===== src/rtl/prbs_chk_window.sv =====
// Loss-of-lock monitor: counts valid bits and errors per window.
module prbs_chk_window #(
  parameter int WIN_LEN  = 64,
  parameter int LOSS_THR = 8
) (
  input  logic clk,
  input  logic rst_n,
  input  logic restart,
  input  logic step,
  input  logic err,
  output logic loss
);

  localparam int CW = $clog2(WIN_LEN);
  localparam int EW = $clog2(LOSS_THR + 1);

  logic [CW-1:0] win;
  logic [EW-1:0] werr;
  logic [EW-1:0] werr_next;

  assign werr_next = werr + EW'(err);
  // The error on the final bit of a window is judged before the window clears.
  assign loss = step && (werr_next == EW'(LOSS_THR));

  always_ff @(posedge clk or negedge rst_n) begin
    if (!rst_n) begin
      win  <= '0;
      werr <= '0;
    end else if (restart) begin
      win  <= '0;
      werr <= '0;
    end else if (step) begin
      if (win == CW'(WIN_LEN - 1)) begin
        win  <= '0;
        werr <= '0;
      end else begin
        win  <= win + CW'(1);
        werr <= werr_next;
      end
    end
  end

endmodule


===== config.mk =====
export PLATFORM = sky130hd
export DESIGN_NAME = prbs_chk_window
export DESIGN_NICKNAME = d
export VERILOG_FILES = /design/src/rtl/prbs_chk_window.sv
export SDC_FILE = /design/constraint.sdc
export NUM_CORES = 1
export LEC_CHECK = 0
export CAP_MARGIN = 40
export CORE_AREA = 2 2 40 42
export CTS_CLUSTER_SIZE = 20
export DETAILED_ROUTE_END_ITERATION = 6
export DIE_AREA = 0 0 42 44
export PLACE_DENSITY = 0.73
export REMOVE_ABC_BUFFERS = 1
export SYNTH_ARGS = -nofsm -noshare
export SYNTH_HDL_FRONTEND = slang
export SYNTH_SLANG_ARGS = --single-unit

===== constraint.sdc =====
create_clock -name clk -period 1.4 [get_ports clk]
set_clock_uncertainty 0.1 [all_clocks]
set_input_delay 0.28 -clock clk [delete_from_list [all_inputs] [get_ports clk]]
set_output_delay 0.28 -clock clk [all_outputs]
set_load 0.02 [all_outputs]

# Word level (Yosys, flattened, before mapping)
# Index checks and enable logic that the tools add are counted.
[classes]
mux = 6
n_eq_ne = 2
n_addsub = 2
reduce_logical = 2
[ops]
columns = ["cell", "count"]
rows = [
  ["2-to-1 mux 6 bit", 3],
  ["2-to-1 mux 4 bit", 3],
  ["adder 6 x 1 -> 6 bit, second input constant", 1],
  ["== test 6 bit, second input constant", 1],
  ["adder 4 x 1 -> 4 bit", 1],
  ["== test 4 bit, second input constant", 1],
  ["nonzero test 2 bit", 1],
  ["logical AND 1 bit", 1],
]
[word_totals]
output_inout_bits = 1
reg_bits = 10
word_cells = 14
input_bits = 5

# Logic depth before layout (Yosys ltp)
# Gate-level depths: netlist (run 1).
[depth]
ltp_word = 4
mapped_depth = 5
ltp_nobuf = 5

# Least setup slack after synthesis (run 1)
# Ideal clock, no wire load.
[synth_timing]
kind = "reg2out"
start = "register werr[0]"
end = "output port loss"
t_arrival_ns = 1.418
setup_slack_ns = -0.398
required_time_ns = 1.020
path_stages_with_launch = 5
path_cell_list = "dfrtp_1 -> ha_1 -> nand3_1 -> mux2_4 -> nor4_2"
[synth_via]
elab_chain_cells = 3
[synth_rtl]
columns = ["element", "line_no", "source"]
rows = [
  ["start: declaration", "18", "logic [EW-1:0] werr;"],
  ["start signal: assignment", "38", "werr <= werr_next;"],
  ["adder 4 x 1 -> 4 bit", "21", "assign werr_next = werr + EW'(err);"],
  ["== test 4 bit", "23", "assign loss = step && (werr_next == EW'(LOSS_THR));"],
  ["logical AND 1 bit", "23", ""],
  ["end: declaration", "11", "output logic loss"],
]
# No other way between the ends.

# Final worst setup path (run 1)
# Ends and elaborated chain as after synthesis.

==> flow_results.xml, run 1 <==
<?xml version="1.0" encoding="UTF-8"?>
<metrics>
  <group name="status">
    <metric name="outcome" unit="">complete, but fails checks</metric>
    <metric name="failed_checks" unit="">negative setup slack</metric>
  </group>
  <group name="cts">
    <metric name="root_driver" unit="">sky130_fd_sc_hd__clkbuf_4</metric>
    <metric name="later_pin_clock_latency_in_the_skew_report" unit="ns">0.27</metric>
    <metric name="cts.clk_slew.worst_paths" unit="ns">0.06</metric>
    <metric name="cts_inserted_buffers" unit="">3</metric>
    <metric name="cts_tree" unit="">yes</metric>
    <metric name="clock-sinks" unit="">10</metric>
    <metric name="cts_hold_buffers" unit="">0</metric>
    <metric name="max-clock-path-buffers" unit="">2</metric>
    <metric name="htree_levels" unit="">1</metric>
  </group>
  <group name="timing">
    <metric name="fmax" unit="GHz">0.5044</metric>
    <metric name="layout_worst_path_cycle_share" unit="%">141.6</metric>
    <metric name="slew_headroom" unit="%">70.14</metric>
    <metric name="timing.setup.tns" unit="ns">-0.6795</metric>
    <metric name="finalMaxSlewViolations" unit="">0</metric>
    <metric name="rsz0062_at_grt" unit="">true</metric>
    <metric name="tightestPinTransition" unit="ns">0.4466</metric>
    <metric name="report.final.hold_viol_count" unit="">0</metric>
    <metric name="finalWorstPathRequiredPeriod" unit="ns">1.983</metric>
    <metric name="post-route-worst-setup-slack" unit="ns">-0.5825</metric>
    <metric name="total_setup_violations_reported_at_the_end_of_the_flow" unit="">2</metric>
  </group>
  <group name="yosys">
    <metric name="flip_flop_and_latch_count_after_synthesis" unit="">10</metric>
    <metric name="synth_top_family_by_area" unit="">simple AND/OR/NAND/NOR gates</metric>
    <metric name="synth_top_area_share" unit="%">42.02</metric>
    <metric name="synth_cell_type_count" unit="">24</metric>
    <metric name="synthXorXnorAreaFrac" unit="%">4.412</metric>
    <metric name="yosysWarningCount" unit="">0</metric>
    <metric name="yosys-top-cells-area" unit="">sky130_fd_sc_hd__dfrtp_1 (42%), sky130_fd_sc_hd__ha_1 (6.3%), sky130_fd_sc_hd__nand2b_1 (5.3%), sky130_fd_sc_hd__a21oi_1 (5.0%), sky130_fd_sc_hd__xor2_1 (4.4%)</metric>
    <metric name="post_synth.cell_area_avg" unit="um2">9.454</metric>
    <metric name="netlist_area" unit="um2">595.6</metric>
    <metric name="compound_cell_area_share_of_the_yosys_netlist" unit="%">16.18</metric>
    <metric name="synth_fa_ha_area_share" unit="%">6.303</metric>
    <metric name="yosys-mux-area-fraction" unit="%">2.521</metric>
    <metric name="synthSimpleGateAreaFrac" unit="%">25.84</metric>
    <metric name="netlist_instances" unit="">63</metric>
    <metric name="synth_area_leader_cell" unit="">sky130_fd_sc_hd__dfrtp_1</metric>
    <metric name="seq_area_frac_synth" unit="%">42.02</metric>
  </group>
  <group name="worst_setup_path">
    <metric name="arrival" unit="ns">1.60</metric>
    <metric name="timing.critical_path.fanout_max" unit="">2</metric>
    <metric name="end_kind" unit="">output pin</metric>
    <metric name="crit_path_start" unit="">werr[0]</metric>
    <metric name="rr_startpoint" unit="">werr[0]</metric>
    <metric name="regToRegSetupSlack" unit="ns">-0.10</metric>
    <metric name="ff2ff_path_depth" unit="">5</metric>
    <metric name="element_type_at_the_critical_path_start" unit="">flip-flop</metric>
    <metric name="timing.setup.critical_path_class" unit="">flip-flop to output pin</metric>
    <metric name="regToRegEndpoint" unit="">werr[3]</metric>
    <metric name="data_required_time_at_the_worst_endpoint" unit="ns">1.02</metric>
  </group>
  <group name="pwr">
    <metric name="power_per_cell_area" unit="mW/mm2">713.9</metric>
    <metric name="clock_power_share" unit="%">32.6</metric>
    <metric name="vdd_ir_drop_max" unit="V">0.0005359</metric>
    <metric name="cell_internal_pwr" unit="uW">447.6</metric>
    <metric name="power.net_switching" unit="uW">145.4</metric>
    <metric name="power.sequential.fraction" unit="%">51.1</metric>
    <metric name="switching_share_of_power" unit="%">24.52</metric>
    <metric name="leakage" unit="uW">0.0003577</metric>
    <metric name="power_frac_comb" unit="%">16.3</metric>
  </group>
  <group name="global_route">
    <metric name="global_route.usage.met2" unit="%">30.63</metric>
    <metric name="global_route_total_overflow" unit="">0</metric>
    <metric name="grt_pass1_vias" unit="">568</metric>
    <metric name="grt_first_pass_wirelength" unit="um">2366</metric>
    <metric name="grtUsageMet3" unit="%">3.750</metric>
    <metric name="met1_usage" unit="%">19.63</metric>
    <metric name="antenna_found_initial" unit="">0</metric>
    <metric name="grt_max_degree" unit="">13</metric>
    <metric name="grt_most_used_layer" unit="">met2</metric>
    <metric name="track_usage" unit="%">17.14</metric>
  </group>
  <group name="routing">
    <metric name="antenna_violating_nets_post_route" unit="">0</metric>
    <metric name="finalWirelength" unit="um">1345</metric>
    <metric name="routed_wire_length_per_instance" unit="um">13.59</metric>
    <metric name="detail_route.drc_violations" unit="">0</metric>
    <metric name="vias_per_cell" unit="">5.475</metric>
    <metric name="dr.pass1.iters" unit="">4</metric>
    <metric name="detailroute.via_count" unit="">542</metric>
    <metric name="drt_iter0_markers" unit="">12</metric>
  </group>
  <group name="cells_and_area">
    <metric name="areaGrowthSynthToFinish" unit="%">39.50</metric>
    <metric name="postLayoutCellArea" unit="um2">830.8</metric>
    <metric name="finalNetCount" unit="">93</metric>
    <metric name="n_fill_cell" unit="">129</metric>
    <metric name="post_route_cells_drive_above_1_share" unit="%">32.53</metric>
    <metric name="diodes" unit="">0</metric>
  </group>
  <group name="floorplan">
    <metric name="core_area" unit="mm2">0.001419</metric>
    <metric name="die_height" unit="um">44</metric>
    <metric name="pin_count" unit="">6</metric>
    <metric name="die_x" unit="um">42</metric>
    <metric name="core.rowCount" unit="">14</metric>
    <metric name="design.die.area" unit="mm2">0.001848</metric>
    <metric name="initial_utilization" unit="%">41.98</metric>
  </group>
  <group name="place">
    <metric name="port_buffers" unit="">5</metric>
    <metric name="gp_routability_congestion" unit="">0.8221</metric>
    <metric name="place.detailed.hpwl" unit="um">933.6</metric>
    <metric name="preCtsSetupSlack" unit="ns">-1.171</metric>
    <metric name="placed_cell_area" unit="um2">754.5</metric>
  </group>
  <group name="flow_run">
    <metric name="max_cap_viol_count" unit="">0</metric>
  </group>
  <group name="hold_path">
    <metric name="hold_path_class" unit="">input port to asynchronous set/reset pin</metric>
  </group>
</metrics>
flip-flops by register name, summed over array words and instances, names as in the netlist:
| name | flops |
|---|---|
| werr | 4 |
| win | 6 |
metrics by stage:
step                hold WS, ns  power (uW)  cells  utilization (%)
floorplan               -0.1156       332.9     60                -
global placement         0.3827       386.6     95            53.17
detailed placement       0.3863       389.5     95            53.17
CTS                      0.2505       590.4     99            55.56
global route             0.2758       618.9     99            58.55
finish                   0.2255       593.1     99            58.55
cells in the mapped netlist:
cell type,number
sky130_fd_sc_hd__and2b_2,1
sky130_fd_sc_hd__xor2_1,3
sky130_fd_sc_hd__nor2b_1,1
sky130_fd_sc_hd__nand2_1,4
sky130_fd_sc_hd__nand4_1,3
sky130_fd_sc_hd__o31ai_2,1
sky130_fd_sc_hd__nor4_2,1
sky130_fd_sc_hd__nor2_1,5
sky130_fd_sc_hd__ha_1,3
sky130_fd_sc_hd__o211ai_1,3
sky130_fd_sc_hd__dfrtp_1,10
sky130_fd_sc_hd__a21oi_1,6
sky130_fd_sc_hd__clkbuf_1,1
sky130_fd_sc_hd__buf_2,1
sky130_fd_sc_hd__or3_1,1
sky130_fd_sc_hd__nor3_1,1
sky130_fd_sc_hd__o21ai_0,3
sky130_fd_sc_hd__mux2_4,1
sky130_fd_sc_hd__a311oi_1,1
sky130_fd_sc_hd__buf_4,1
sky130_fd_sc_hd__a21o_1,1
sky130_fd_sc_hd__nand2b_1,5
sky130_fd_sc_hd__nand3_1,5
sky130_fd_sc_hd__nand2_2,1
metal layers:
metal | routed length, um | vias up
met3 | 43 | 4
met5 | 0 | -
met1 | 558 | 256
met2 | 721 | 14
met4 | 22 | 0
li1 | - | 268
how the worst max path moves through the flow:
stage / endpoint / slack (ns) / cells after the start
final: loss / -0.58 / 5
after global routing: loss / -0.65 / 5
after CTS: loss / -0.65 / 5
after detailed placement: loss / -1.17 / 6
after global placement: loss / -1.11 / 6
after floorplan: loss / -0.40 / 4
critical path, stage by stage (launching register included):
cell and delay (ns):
sky130_fd_sc_hd__dfrtp_1 0.40, sky130_fd_sc_hd__ha_4 0.18, sky130_fd_sc_hd__nand3_2 0.06, sky130_fd_sc_hd__mux2_4 0.31
sky130_fd_sc_hd__nor4_4 0.20, sky130_fd_sc_hd__buf_4 0.18
power groups by stage:
stage               combinational (uW)  sequential, uW  clock [uW]
finish                            96.9             303         193
global route                       107             303         209
CTS                               87.2             302         202
detailed placement                83.1             306           0
global placement                  80.4             306           0
floorplan                         24.9             308           0
cell usage in the layout (no fill, tap or decap):
master	n
sky130_fd_sc_hd__dfrtp_1	10
sky130_fd_sc_hd__a21o_1	1
sky130_fd_sc_hd__nand2_2	1
sky130_fd_sc_hd__and2b_2	1
sky130_fd_sc_hd__o31ai_4	1
sky130_fd_sc_hd__o211ai_1	3
sky130_fd_sc_hd__buf_6	1
sky130_fd_sc_hd__o21ai_0	3
sky130_fd_sc_hd__dlygate4sd2_1	2
sky130_fd_sc_hd__nand2b_1	5
sky130_fd_sc_hd__mux2_4	1
sky130_fd_sc_hd__clkdlybuf4s50_1	2
sky130_fd_sc_hd__a311oi_1	1
sky130_fd_sc_hd__nand3_2	1
sky130_fd_sc_hd__nand4_1	3
sky130_fd_sc_hd__ha_4	2
sky130_fd_sc_hd__ha_1	1
sky130_fd_sc_hd__or3_1	1
sky130_fd_sc_hd__nor3_1	1
sky130_fd_sc_hd__nor2b_1	1
sky130_fd_sc_hd__nand2_1	4
sky130_fd_sc_hd__clkbuf_4	3
sky130_fd_sc_hd__buf_4	15
sky130_fd_sc_hd__xor2_1	3
sky130_fd_sc_hd__nand3_1	4
sky130_fd_sc_hd__nor4_4	1
sky130_fd_sc_hd__nor2_1	5
sky130_fd_sc_hd__a21oi_1	6
repair_timing:
item	CTS	global route
buffers inserted	1	0
pin swaps	3	2
gates resized for setup	10	5
endpoints found under the setup margin	6	4
logic make-up after synthesis:
logic type / after synthesis
AOI/OAI and AO/OA: 15
xor gates and xnor gates: 3
adders and majority gates: 3
buffers and inverters: 3
DFF: 10
muxes: 1
and+or+nand+nor: 28
layout make-up:
cell class | count | area [um2] | area share [%]
repair buffers | 20 | 161.4 | 19.43
well taps | 16 | 20.02 | 2.410
clock buffers | 3 | 22.52 | 2.711
flip-flops and latches | 10 | 250.2 | 30.12
multi-input cells | 50 | 376.6 | 45.33
Note: power is estimated with default switching activity, not from simulation.
==> run 2: changes to the inputs <==
--- a/config.mk
+++ b/config.mk
@@ -5,6 +5,7 @@
 export SDC_FILE = /design/constraint.sdc
 export NUM_CORES = 1
 export LEC_CHECK = 0
+export ABC_CLOCK_PERIOD_IN_PS = 1400
 export CAP_MARGIN = 40
 export CORE_AREA = 2 2 40 42
 export CTS_CLUSTER_SIZE = 20
==> results of run 2 <==
Same layout as run 1: the final DEF is identical, and so are final timing and power.
